===== src/rtl/edge_detector_multi.sv =====
// Multi-channel synchronised, debounced edge detector with per-channel
// edge selection, sticky pending flags and saturating event counters.
module edge_detector_multi #(
    parameter int CHANNELS        = 4,
    parameter int SYNC_STAGES     = 2,
    parameter int DEBOUNCE_CYCLES = 4,
    parameter int COUNT_WIDTH     = 8
) (
    input  logic                            in_clock,
    input  logic                            in_reset,
    input  logic [CHANNELS-1:0]             in_signal,
    input  logic [2*CHANNELS-1:0]           in_mode,
    input  logic [CHANNELS-1:0]             in_clear,
    output logic [CHANNELS-1:0]             out_level,
    output logic [CHANNELS-1:0]             out_strobe,
    output logic [CHANNELS-1:0]             out_pending,
    output logic [CHANNELS*COUNT_WIDTH-1:0] out_count,
    output logic                            out_any
);

    localparam int                     DB_W    = $clog2(DEBOUNCE_CYCLES) + 1;
    localparam logic [DB_W-1:0]        DB_LAST = DB_W'(DEBOUNCE_CYCLES - 1);
    localparam logic [COUNT_WIDTH-1:0] CNT_MAX = {COUNT_WIDTH{1'b1}};

    function automatic logic [COUNT_WIDTH-1:0] sat_inc(input logic [COUNT_WIDTH-1:0] value);
        if (value == CNT_MAX) begin
            sat_inc = value;
        end else begin
            sat_inc = value + COUNT_WIDTH'(1);
        end
    endfunction

    // new_level is the level being accepted: 1 means a rising edge
    function automatic logic edge_qualifies(input logic [1:0] mode, input logic new_level);
        case (mode)
            2'b01:   edge_qualifies = new_level;
            2'b10:   edge_qualifies = ~new_level;
            2'b11:   edge_qualifies = 1'b1;
            default: edge_qualifies = 1'b0;
        endcase
    endfunction

    for (genvar g = 0; g < CHANNELS; g++) begin : g_ch
        logic [SYNC_STAGES-1:0] r_sync;
        logic [DB_W-1:0]        r_db_cnt;
        logic                   r_level;
        logic                   r_strobe;
        logic                   r_pending;
        logic [COUNT_WIDTH-1:0] r_count;

        logic                   w_s;
        logic                   w_accept;
        logic                   w_fire;
        logic [DB_W-1:0]        w_db_next;
        logic                   w_pending_next;
        logic [COUNT_WIDTH-1:0] w_count_base;
        logic [COUNT_WIDTH-1:0] w_count_next;

        assign w_s = r_sync[SYNC_STAGES-1];

        // Debounce: a differing level must persist DEBOUNCE_CYCLES edges to be accepted
        always_comb begin
            w_accept  = 1'b0;
            w_db_next = r_db_cnt;
            if (w_s == r_level) begin
                w_db_next = {DB_W{1'b0}};
            end else if (r_db_cnt == DB_LAST) begin
                w_accept  = 1'b1;
                w_db_next = {DB_W{1'b0}};
            end else begin
                w_db_next = r_db_cnt + DB_W'(1);
            end
        end

        // Event bookkeeping; a clear coincident with an event still records that event
        always_comb begin
            w_fire         = w_accept & edge_qualifies(in_mode[2*g +: 2], w_s);
            w_pending_next = w_fire | (r_pending & ~in_clear[g]);
            if (in_clear[g]) begin
                w_count_base = {COUNT_WIDTH{1'b0}};
            end else begin
                w_count_base = r_count;
            end
            if (w_fire) begin
                w_count_next = sat_inc(w_count_base);
            end else begin
                w_count_next = w_count_base;
            end
        end

        // Channel state registers with synchronous reset
        always_ff @(posedge in_clock) begin
            if (in_reset) begin
                r_sync    <= {SYNC_STAGES{1'b0}};
                r_db_cnt  <= {DB_W{1'b0}};
                r_level   <= 1'b0;
                r_strobe  <= 1'b0;
                r_pending <= 1'b0;
                r_count   <= {COUNT_WIDTH{1'b0}};
            end else begin
                r_sync    <= {r_sync[SYNC_STAGES-2:0], in_signal[g]};
                r_db_cnt  <= w_db_next;
                r_level   <= w_accept ? w_s : r_level;
                r_strobe  <= w_fire;
                r_pending <= w_pending_next;
                r_count   <= w_count_next;
            end
        end

        assign out_level[g]                              = r_level;
        assign out_strobe[g]                             = r_strobe;
        assign out_pending[g]                            = r_pending;
        assign out_count[g*COUNT_WIDTH +: COUNT_WIDTH]   = r_count;
    end

    assign out_any = |out_pending;

endmodule


===== config.mk =====
export PLATFORM = sky130hd
export DESIGN_NAME = edge_detector_multi
export DESIGN_NICKNAME = d
export VERILOG_FILES = /design/src/rtl/edge_detector_multi.sv
export SDC_FILE = /design/constraint.sdc
export NUM_CORES = 1
export LEC_CHECK = 0
export BUFFER_PORTS_ARGS = -buffer_cell sky130_fd_sc_hd__buf_2
export CORE_MARGIN = 5
export CORE_UTILIZATION = 55
export DETAILED_ROUTE_END_ITERATION = 12
export PLACE_DENSITY = 0.81
export SLEW_MARGIN = 20
export SYNTH_ARGS = -nofsm -noshare
export SYNTH_HDL_FRONTEND = slang
export SYNTH_SLANG_ARGS = --single-unit

===== constraint.sdc =====
create_clock -name in_clock -period 2.95 [get_ports in_clock]
set_input_delay 0.59 -clock in_clock [delete_from_list [all_inputs] [get_ports in_clock]]
set_output_delay 0.59 -clock in_clock [all_outputs]
set_load 0.005 [all_outputs]

# After elaboration in Yosys (flattened, before gate mapping)
# Cells that the tools add are included.
[word_totals]
ff_bits = 64
inputBits = 18
out_inout_bits = 45
word_cells = 105
[op_classes]
add_sub_neg = 8
eq_ne = 24
n_mux = 24
bitwise_logic = 20
reduce_logical = 5
[op_table]
columns = ["cell", "n"]
rows = [
  ["8-bit 2-to-1 mux", 12],
  ["8-bit by 1-bit adder with 8-bit output (second input constant)", 4],
  ["8-bit equality test (second input constant)", 4],
  ["2-bit equality test (second input constant)", 8],
  ["3-bit by 1-bit adder with 3-bit output (second input constant)", 4],
  ["3-bit by 2-bit equality test with 1-bit output (second input constant)", 4],
  ["1-bit case mux with 3 select lines", 4],
  ["3-bit OR reduction", 4],
  ["1-bit AND", 8],
  ["2-bit by 1-bit equality test with 1-bit output (second input constant)", 4],
  ["1-bit 2-to-1 mux", 8],
  ["1-bit inverter", 8],
  ["1-bit equality test", 4],
  ["1-bit bitwise OR", 4],
  ["4-bit OR reduction", 1],
]

# Depth between registers and ports, before layout
# Gate-level depths: netlist of run 1.
[logic_depth]
ltp_word = 5
ltp_mapped = 7
depth_no_buf = 6

# Worst setup path after synthesis of run 1
# No wires, ideal clock.
[synth_timing]
path_kind = "input-to-reg"
startpoint = "input in_clear[2]"
endpoint = "register g_ch[2].r_count[6]"
setup_time_ps = 117
t_arrival_ps = 1691
t_required_ps = 2833
path_slack_ps = 1142
cell_stages = 5
path_buffers = 1
cell_sequence = "buf_2 > nor2b_1 > nand4_1 > or3_1 > a32o_1"
[synth_via]
elab_chain_cells = 4
elab_cells_between_ends = 5
cone_classes = "add/sub (1); eq/ne (1); mux (3)"
[synth_lines]
columns = ["element", "line", "source"]
rows = [
  ["start: declaration", "13", "input logic [CHANNELS-1:0] in_clear,"],
  ["8-bit 2-to-1 mux (*)", "79", "if (in_clear[g]) begin"],
  ["8-bit by 1-bit adder with 8-bit output or 8-bit equality test (tied branches)", "29, 26", ""],
  ["8-bit 2-to-1 mux", "26", "if (value == CNT_MAX) begin"],
  ["8-bit 2-to-1 mux (*)", "84", "if (w_fire) begin"],
  ["end signal: assignment", "99", "r_count <= {COUNT_WIDTH{1'b0}};"],
  ["end signal: assignment", "106", "r_count <= w_count_next;"],
  ["end: declaration", "49", "logic [COUNT_WIDTH-1:0] r_count;"],
]
# Every way passes the cells marked *; elsewhere a longest branch is shown, timed or not.
# A chain may end at the register's enable or synchronous reset.

# Worst setup path after layout of run 1
[layout_timing]
startpoint = "register g_ch[0].r_pending"
endpoint = "output out_any"
[layout_via]
elab_chain_cells = 1
[layout_lines]
columns = ["element", "line", "source"]
rows = [
  ["start: declaration", "48", "logic r_pending;"],
  ["start signal: assignment", "105", "r_pending <= w_pending_next;"],
  ["4-bit OR reduction", "116", "assign out_any = |out_pending;"],
  ["end: declaration", "18", "output logic out_any"],
]
# Every way passes these cells.

==> out/summary.md, run 1 <==
### Status
• run status: finished, final reports clean

### CTS
• root buffer cell: clkbuf_8
• Bufs on Longest Clock Path: 2
• clock-pin transition on the worst setup and hold timing paths: 60 ps
• total clock buffers created by CTS: 9
• insertion delay of the later-clocked pin in the worst-skew pair: 330 ps
• level count of the clock H-tree: 3
• number of buffers inserted by hold repair at cts: 0
• TritonCTS clock tree: yes
• # clock sinks: 64
• post-CTS sizing: 0
• number of setup buffers added after CTS: 0

### Place
• worst slack at placement: 1000 ps
• number of input and output port buffers inserted: 62
• detailed-placement wirelength estimate: 3980 um
• last weighted congestion value of the routability-driven placer: 0.872
• placed cell areas: 3050 sq um

### Finish
• diode insertion count for antenna repair: 0
• final instance area: 3210 sq um
• Final nets: 383
• layout filler cell count: 424
• fraction of layout cells with a size suffix above 1: 21.8%
• Syn-to-layout area delta: 15.5%

### Worst setup path
• Crit. Startpoint: g_ch[0].r_pending
• slowest stage cell on the critical path: or4_1
• number of cells on the worst reg-to-reg path: 6
• worst r2r src: g_ch[0].r_db_cnt[0]
• CP max stage delay: 530 ps
• number of gates on the worst path with buffers counted: 2
• cell chain of the critical path: or4_1 -> buf_2
• end point of the critical path: out_any
• family with the most delay on the worst path: simple AND/OR/NAND/NOR gates
• Worst setup EP type: output pin
• worst r2r dst: g_ch[0].r_count[5]
• top fanout value on the critical path: 3
• Arrival @ worst endpoint: 1330 ps
• worst reg2reg setup slack: 1050 ps
• critical path required time: 2360 ps
• kind of start point of the critical path: flop
• type of the worst setup path: flop to output pin
• sum of buffers and inverters on the critical path: 1

### Routing
• detail-routed via count per cell: 5.49
• DRC violation count after routing: 0
• Post-Route WL: 5410 um
• Routed met1 length: 2430 um
• number of DRC violations after detailed-routing iteration 0: 82
• via total after detailed routing: 2335
• average detailed-routed wire length per instance: 12.7 um
• Met3 Wirelength: 385 um
• Antenna Violating Nets Remaining: 0
• top layer used by detailed routing: met4
• first-pass iteration count of the detailed router: 4
• total length of routed met2 wires: 2550 um

### Floorplanning
• die boundary width: 81.1 um
• vertical die dimension: 81.1 um
• core region area: 4820 sq um
• boundary pin count: 63
• Initial Utilization: 57.7%
• area of the die: 6570 sq um
• standard-cell rows: 25

### Power
• sequential cell fraction of total power: 55.6%
• switching part of the total: 20.0%
• power density cells: 491 nW/um^2
• Sw Pwr: 0.314 mW
• combinational group share of total power: 2.8%
• standby leakage power: 1.35 nW
• peak supply drop: 0.375 mV
• Int Pwr: 1.26 mW
• clock network power share: 41.6%

### Logic synthesis
• most used flip-flop cell after synthesis: dfxtp_1
• cells after synthesis: 304
• Synth Net Count: 330
• cell type with the highest aggregate area in the netlist: dfxtp_1
• Synth Register Bits: 64
• Avg Synthesized Cell Area: 9.14 sq um
• Synth async-reset ratio: 0%
• dominant combinational cell family by area after synthesis: simple AND/OR/NAND/NOR gates
• post-synthesis share of cell area spent on xor and xnor gates: 1.26%
• compound-gate portion of the synthesized area: 16.6%
• post-synth top area share: 46.1%
• yosys synthesis warning count: 0
• post-synthesis instance area: 2780 sq um
• adder-cell area share of the yosys netlist: 3.60%
• largest cells by area after synthesis: dfxtp_1 (46%), nor2_1 (4.6%), a21oi_1 (3.8%), ha_1 (3.6%), buf_4 (3.2%)
• mux contribution to synthesized area: 1.44%
• Post-synth EDFFs: 0
• simple logic cell fraction of the synthesized area: 24.2%
• post-synth cell types: 50
• sequential element share of the synthesized area: 46.1%

### Hold path
• instance count along the most critical hold path: 1
• class of the tightest hold or removal check: flop to flop

### Timing
• worst rel slew slack: 60.4%
• count of final setup violators: 0
• share of the clock period used by the worst path: 64.9%
• Hold Fails Final Rpt: 0
• max-slew violation total from the final report: 0
• slew of the pin with the lowest slew margin: 595 ps
• time the final worst path needs with I/O delays and setup: 1920 ps
• aggregate negative setup slack: 0 ps
• maximum clock rate: 522 MHz
• minimum hold slack: 421 ps
• final worst slack: 1030 ps
• Max Clock Skew: 4.52 ps
• setup repair after global routing missed its margin: no

### GRT
• wire length of the first global-routing pass: 9300 um
• gr ovfl total: 0
• antenna violations before repair: 0
• global-route usage over all layers: 18.2%
• pin count of the biggest net entering global routing: 35
• number of global-route vias before repair: 2194

### Flow run
• count of maximum capacitance violations: 0

-- cell usage after synthesis, types with 2 or more instances --
cell        n
a22o_1      2
dfxtp_1    64
xnor2_1     4
o211a_1     2
nand4_1     3
and3_1      4
o211ai_1    3
nor2_1     34
and3b_1     4
or2_2       3
clkbuf_1    6
nor4_1      3
nor3_1     10
a2111oi_0   2
and2_1      3
o41ai_1     2
ha_1        8
nand2_1    14
and4b_1     4
o21ai_0     6
a31oi_1     7
or3_1       6
o31ai_1     3
buf_4      12
nand4b_1    7
inv_1      15
a21oi_1    21
nor2b_1    12
a311oi_1    3
nand2b_1    5
o21a_1      2
nand3_1     2
mux2i_1     4
a211oi_1    8
-- worst reg2reg max path: stages, from the launching register on --
cell and delay (ps):
dfxtp_1 330, ha_1 150, ha_1 210, nand4b_1 150, a21oi_1 500, nor4bb_1 370, nor3_1 80
-- metrics by stage --
| step | std cells | total power [mW] | utilization (%) |
|---|---|---|---|
| after floorplan | 304 | 0.920 | - |
| after global placement | 413 | 0.938 | 63.2 |
| after detailed placement | 413 | 0.939 | 63.2 |
| after CTS | 425 | 1.60 | 66.6 |
| after global routing | 425 | 1.65 | 66.6 |
| final | 425 | 1.57 | 66.6 |
-- per-layer routing --
layer,global-route usage (%),vias up
met3,6.98,4
met4,6.08,0
li1,-,1198
met5,0,-
met1,21.3,1066
met2,30.5,67
-- power by group through the flow --
| stage | combinational, mW | sequential, mW | clock [mW] |
|---|---|---|---|
| after global routing | 0.0505 | 0.875 | 0.721 |
| final | 0.0446 | 0.875 | 0.655 |
| after global placement | 0.0441 | 0.894 | 0 |
| after CTS | 0.0448 | 0.875 | 0.679 |
| after floorplan | 0.0270 | 0.893 | 0 |
| after detailed placement | 0.0447 | 0.894 | 0 |
-- flip-flops by register name (all words and copies together) (netlist names) --
name and flops:
g_ch.r_sync 8, g_ch.r_pending 4, g_ch.r_level 4, g_ch.r_db_cnt 12
g_ch.r_strobe 4, g_ch.r_count 32
-- how the worst min path moves through the flow --
stage,start,to,slack [ps]
global route,g_ch[1].r_db_cnt[0],g_ch[1].r_db_cnt[0],440
floorplan,g_ch[0].r_db_cnt[0],g_ch[0].r_db_cnt[0],400
global placement,g_ch[2].r_db_cnt[0],g_ch[2].r_db_cnt[0],410
finish,g_ch[1].r_db_cnt[0],g_ch[1].r_db_cnt[0],420
CTS,g_ch[3].r_db_cnt[0],g_ch[3].r_db_cnt[0],420
detailed placement,g_ch[3].r_db_cnt[0],g_ch[3].r_db_cnt[0],410
-- kinds of logic (layout without fill, tap and decap cells) --
| kind of cell | count (synthesis) | after routing |
|---|---|---|
| fa+ha+maj | 8 | 8 |
| flops | 64 | 64 |
| compound gates | 68 | 68 |
| simple gates | 120 | 120 |
| xor+xnor | 4 | 4 |
| buf+inv | 36 | 90 |
| mux | 4 | 4 |
-- layout by cell type (no fill, tap or decap), types with 8 or more instances in the layout --
cell type  count
dfxtp_1       64
buf_2         62
nor2_1        34
a21oi_1       21
inv_1         15
nand2_1       14
nor2b_1       12
nor3_1        10
clkbuf_8       9
a211oi_1       8
ha_1           8
-- final cells by class --
class                   instances  area, sq um  share of cell area [%]
multi-input cells             204         1310                    40.7
flip-flops and latches         64         1280                    39.9
repair buffers                 63          318                    9.90
clock buffers                  10          128                    3.98
well taps                      67         83.8                    2.61
inverters                      15         56.3                    1.75
clock inverters                 2         35.0                    1.09
Power figures use the tool's default switching activity.
==> run 2: changes to the inputs <==
CORE_UTILIZATION = 48   (was 55)
PLACE_DENSITY = 0.75   (was 0.81)
clock period = 1.7 ns   (was 2.95 ns; I/O delays follow)
==> out/summary.md, run 2 (synthesis results as in run 1) <==
### Status
• run status: finished, final reports clean

### Worst setup path
• number of cells on the worst reg-to-reg path: 6
• CP max stage delay: 510 ps
• critical path required time: 1360 ps
• top fanout value on the critical path: 3
• worst r2r dst: g_ch[2].r_count[6]
• cell chain of the critical path: or4_1 -> buf_2
• family with the most delay on the worst path: simple AND/OR/NAND/NOR gates
• sum of buffers and inverters on the critical path: 1
• worst reg2reg setup slack: 70 ps
• slowest stage cell on the critical path: or4_1
• kind of start point of the critical path: flop
• type of the worst setup path: flop to output pin
• Arrival @ worst endpoint: 1320 ps
• number of gates on the worst path with buffers counted: 2
• worst r2r src: g_ch[2].r_db_cnt[0]
• Worst setup EP type: output pin

### Flow run
• count of maximum capacitance violations: 0

### GRT
• pin count of the biggest net entering global routing: 23
• wire length of the first global-routing pass: 10100 um
• global-route usage over all layers: 16.8%
• number of global-route vias before repair: 2260
• antenna violations before repair: 0
• gr ovfl total: 0

### Routing
• Post-Route WL: 6170 um
• average detailed-routed wire length per instance: 13.8 um
• detail-routed via count per cell: 5.37
• via total after detailed routing: 2394
• DRC violation count after routing: 0
• number of DRC violations after detailed-routing iteration 0: 181
• Antenna Violating Nets Remaining: 0
• first-pass iteration count of the detailed router: 4

### Power
• Power, Total: 3.11 mW
• power density cells: 888 nW/um^2
• standby leakage power: 1.45 nW
• peak supply drop: 0.627 mV

### Finish
• Final nets: 395
• fraction of layout cells with a size suffix above 1: 30.7%
• final instance area: 3500 sq um
• registers with the highest flip-flop counts: g_ch.r_count (32), g_ch.r_db_cnt (12), g_ch.r_sync (8)
• register with the highest flop count: g_ch.r_count
• diode insertion count for antenna repair: 0
• commonest non-fill, non-tap cells in the layout: buf_2 (62), dfxtp_1 (60), nor2_1 (33)
• max reg flops: 32
• Syn-to-layout area delta: 26.1%
• share of the core filled with cells in the final layout: 62.8%
• leading cell type in the layout, fill and taps excluded: buf_2

### Floorplanning
• core region area: 5570 sq um
• Initial Utilization: 49.8%
• area of the die: 7410 sq um
• die boundary width: 86.1 um
• vertical die dimension: 86.1 um
• boundary pin count: 63
• standard-cell rows: 27

### Place
• number of input and output port buffers inserted: 62
• placed cell areas: 3150 sq um
• last weighted congestion value of the routability-driven placer: 0.863
• detailed-placement wirelength estimate: 4380 um

### Hold path
• Hold Path End: g_ch[3].r_sync[0]
• instance count along the most critical hold path: 2
• min-delay src: in_signal[3]
• class of the tightest hold or removal check: primary input to flop

### CTS
• insertion delay of the later-clocked pin in the worst-skew pair: 330 ps
• number of buffers inserted by hold repair at cts: 0
• TritonCTS clock tree: yes
• clock-pin transition on the worst setup and hold timing paths: 70 ps
• # clock sinks: 64
• root buffer cell: clkbuf_8
• level count of the clock H-tree: 3
• total clock buffers created by CTS: 9
• Bufs on Longest Clock Path: 2

### Timing
• time the final worst path needs with I/O delays and setup: 1660 ps
• maximum clock rate: 602 MHz
• worst rel slew slack: 70.9%
• Hold Fails Final Rpt: 0
• share of the clock period used by the worst path: 97.7%
• count of final setup violators: 0
• slew of the pin with the lowest slew margin: 435 ps
• setup repair after global routing missed its margin: yes
• max-slew violation total from the final report: 0
• Max Clock Skew: 11.1 ps

-- run 2: what timing repair did --
item                       4_1_cts  5_1_grt
pin swaps                        3       13
hold endpoints to repair         0        0
buffers inserted                 1        3
setup endpoints to repair        3       20
gates resized for setup          3       21
-- run 2: cell type report --
type	instances	area, sq um
repair buffers	75	420
clock buffers	14	173
well taps	72	90.1
multi-input cells	204	1420
inverters	15	56.3
flip-flops and latches	64	1290
fillers	489	2070
clock inverters	2	60.1
-- run 2: worst max-delay path by stage --
| stage | startpoint | to | slack (ps) |
|---|---|---|---|
| after global routing | g_ch[2].r_db_cnt[0] | g_ch[2].r_count[6] | -20 |
| after CTS | g_ch[1].r_db_cnt[0] | g_ch[1].r_count[4] | -1 |
| after floorplan | g_ch[0].r_db_cnt[0] | g_ch[0].r_count[5] | 30 |
| final | g_ch[0].r_pending | out_any | 40 |
| after detailed placement | g_ch[2].r_db_cnt[0] | g_ch[2].r_count[2] | -200 |
| after global placement | g_ch[1].r_db_cnt[0] | g_ch[1].r_count[5] | 50 |
-- run 2: through the flow --
step / hold WS, ps / setup WS, ps / setup TNS, ps / std cells
finish: 217 / 38.5 / 0 / 446
CTS: 197 / -1.30 / -1.30 / 443
detailed placement: 418 / -196 / -196 / 426
global placement: 407 / 54.0 / 0 / 426
floorplan: 399 / 29.5 / 0 / 304
global route: 210 / -19.2 / -57.9 / 446
-- run 2: metal layers --
| layer | routed length (um) | vias up | global-route usage [%] |
|---|---|---|---|
| met1 | 2810 | 1103 | 21.4 |
| li1 | - | 1224 | - |
| met2 | 2890 | 58 | 25.9 |
| met4 | 112 | 0 | 8.78 |
| met5 | 0 | - | 0 |
| met3 | 361 | 9 | 4.71 |
-- run 2: report_power, final --
part	internal [mW]	switching (mW)	total, mW
clock	0.949	0.555	1.50
sequential	1.51	0.00687	1.52
combinational	0.0409	0.0489	0.0898
total	2.50	0.611	3.11
==> run 3: changes to the inputs <==
RECOVER_POWER = 100   (was not set)
==> out/summary.md, run 3 (synthesis results as in run 1) <==
### Status
• run status: finished, final reports clean

### Hold path
• class of the tightest hold or removal check: primary input to flop

### Place
• last weighted congestion value of the routability-driven placer: 0.863
• number of input and output port buffers inserted: 62
• detailed-placement wirelength estimate: 4380 um

### Worst setup path
• Worst setup EP type: output pin
• top fanout value on the critical path: 3
• slowest stage cell on the critical path: or4_1
• type of the worst setup path: flop to output pin
• CP max stage delay: 520 ps
• cell chain of the critical path: or4_1 -> buf_2
• critical path required time: 1360 ps
• Arrival @ worst endpoint: 1330 ps
• kind of start point of the critical path: flop

### Timing
• worst rel slew slack: 59.5%
• count of final setup violators: 0
• Max Clock Skew: 10.7 ps
• time the final worst path needs with I/O delays and setup: 1670 ps
• share of the clock period used by the worst path: 98.0%
• maximum clock rate: 600 MHz
• slew of the pin with the lowest slew margin: 607 ps
• max-slew violation total from the final report: 0
• setup repair after global routing missed its margin: yes
• Hold Fails Final Rpt: 0

### Finish
• fraction of layout cells with a size suffix above 1: 29.4%
• max reg flops: 32
• Syn-to-layout area delta: 25.9%
• commonest non-fill, non-tap cells in the layout: dfxtp_1 (61), buf_2 (58), nor2_1 (33)
• registers with the highest flip-flop counts: g_ch.r_count (32), g_ch.r_db_cnt (12), g_ch.r_sync (8)
• register with the highest flop count: g_ch.r_count
• share of the core filled with cells in the final layout: 62.7%
• Final nets: 395
• leading cell type in the layout, fill and taps excluded: dfxtp_1
• diode insertion count for antenna repair: 0

### Power
• combinational group share of total power: 2.9%
• standby leakage power: 1.44 nW
• peak supply drop: 0.627 mV
• power density cells: 890 nW/um^2
• Sw Pwr: 0.610 mW
• Power, Total: 3.11 mW
• sequential cell fraction of total power: 48.8%
• switching part of the total: 19.6%
• clock network power share: 48.3%
• Int Pwr: 2.50 mW

### Routing
• Post-Route WL: 6180 um
• via total after detailed routing: 2421
• DRC violation count after routing: 0
• first-pass iteration count of the detailed router: 4
• Antenna Violating Nets Remaining: 0
• detail-routed via count per cell: 5.43
• average detailed-routed wire length per instance: 13.9 um
• number of DRC violations after detailed-routing iteration 0: 181

### Flow run
• count of maximum capacitance violations: 0

### CTS
• level count of the clock H-tree: 3
• Bufs on Longest Clock Path: 2
• root buffer cell: clkbuf_8
• # clock sinks: 64
• TritonCTS clock tree: yes
• insertion delay of the later-clocked pin in the worst-skew pair: 330 ps
• total clock buffers created by CTS: 9
• clock-pin transition on the worst setup and hold timing paths: 70 ps

### Floorplanning
• standard-cell rows: 27
• area of the die: 7410 sq um
• boundary pin count: 63
• Initial Utilization: 49.8%
• die boundary width: 86.1 um
• vertical die dimension: 86.1 um
• core region area: 5570 sq um

### GRT
• wire length of the first global-routing pass: 10100 um
• pin count of the biggest net entering global routing: 23
• gr ovfl total: 0
• number of global-route vias before repair: 2260
• antenna violations before repair: 0
• global-route usage over all layers: 16.8%

## run 3: cell count changes in the layout (fill, tap and decap cells not counted)
cell and delta:
buf_2 -4, dfxtp_1 +1, dfxtp_2 -1, clkbuf_1 +4
## run 3: critical path, delay by kind of cell, from the launching register on
family        cells  cell delay [ps]
flops             1              330
simple gates      1              520
buf+inv           1              140
## run 3: cell type report
| type | count | area, sq um |
|---|---|---|
| clock buffer | 14 | 173 |
| clock inverter | 2 | 60.1 |
| multi-input combinational | 204 | 1420 |
| inverter | 15 | 56.3 |
| timing repair buffer | 75 | 415 |
| tap | 72 | 90.1 |
| sequential | 64 | 1280 |
| fill | 491 | 2080 |
## run 3: path summary, 6_finish.rpt
kind                        from             endpoint  slack (ps)  cells past startpoint
max            g_ch[0].r_pending              out_any          30                      2
min                 in_signal[3]    g_ch[3].r_sync[0]         220                      2
min reg2reg  g_ch[0].r_db_cnt[0]  g_ch[0].r_db_cnt[0]         420                      1
max reg2reg  g_ch[2].r_db_cnt[0]   g_ch[2].r_count[6]          70                      6
## run 3: layer usage
metal,vias up,GRT usage (%),share of wire [%]
met2,66,25.9,47
met3,11,4.71,5.9
li1,1224,-,-
met4,0,8.78,1.9
met5,-,0,0
met1,1120,21.4,45
## run 3: repair_timing
| item | 4_1_cts | 5_1_grt |
|---|---|---|
| resized for setup | 3 | 21 |
| hold buffers | 0 | 0 |
| pin swaps | 3 | 13 |
| endpoints found under the setup margin | 3 | 20 |
| setup buffers | 1 | 3 |
## run 3: per-stage QoR
stage / hold slack, ps / setup slack [ps] / std cells / setup TNS [ps] / area (sq um)
2_1_floorplan: 399 / 29.5 / 304 / 0 / 2810
4_1_cts: 197 / -1.30 / 443 / -1.30 / 3400
3_3_place_gp: 407 / 54.0 / 426 / 0 / 3150
5_1_grt: 210 / -19.4 / 446 / -66.1 / 3500
3_5_place_dp: 418 / -196 / 426 / -196 / 3150
6_report: 217 / 34.4 / 446 / 0 / 3500
## run 3: power groups by stage
stage / clock network (mW) / logic [mW] / registers (mW)
floorplan: 0 / 0.0470 / 1.55
global route: 1.61 / 0.100 / 1.52
global placement: 0 / 0.0876 / 1.55
CTS: 1.53 / 0.0895 / 1.52
finish: 1.50 / 0.0895 / 1.52
detailed placement: 0 / 0.0886 / 1.55
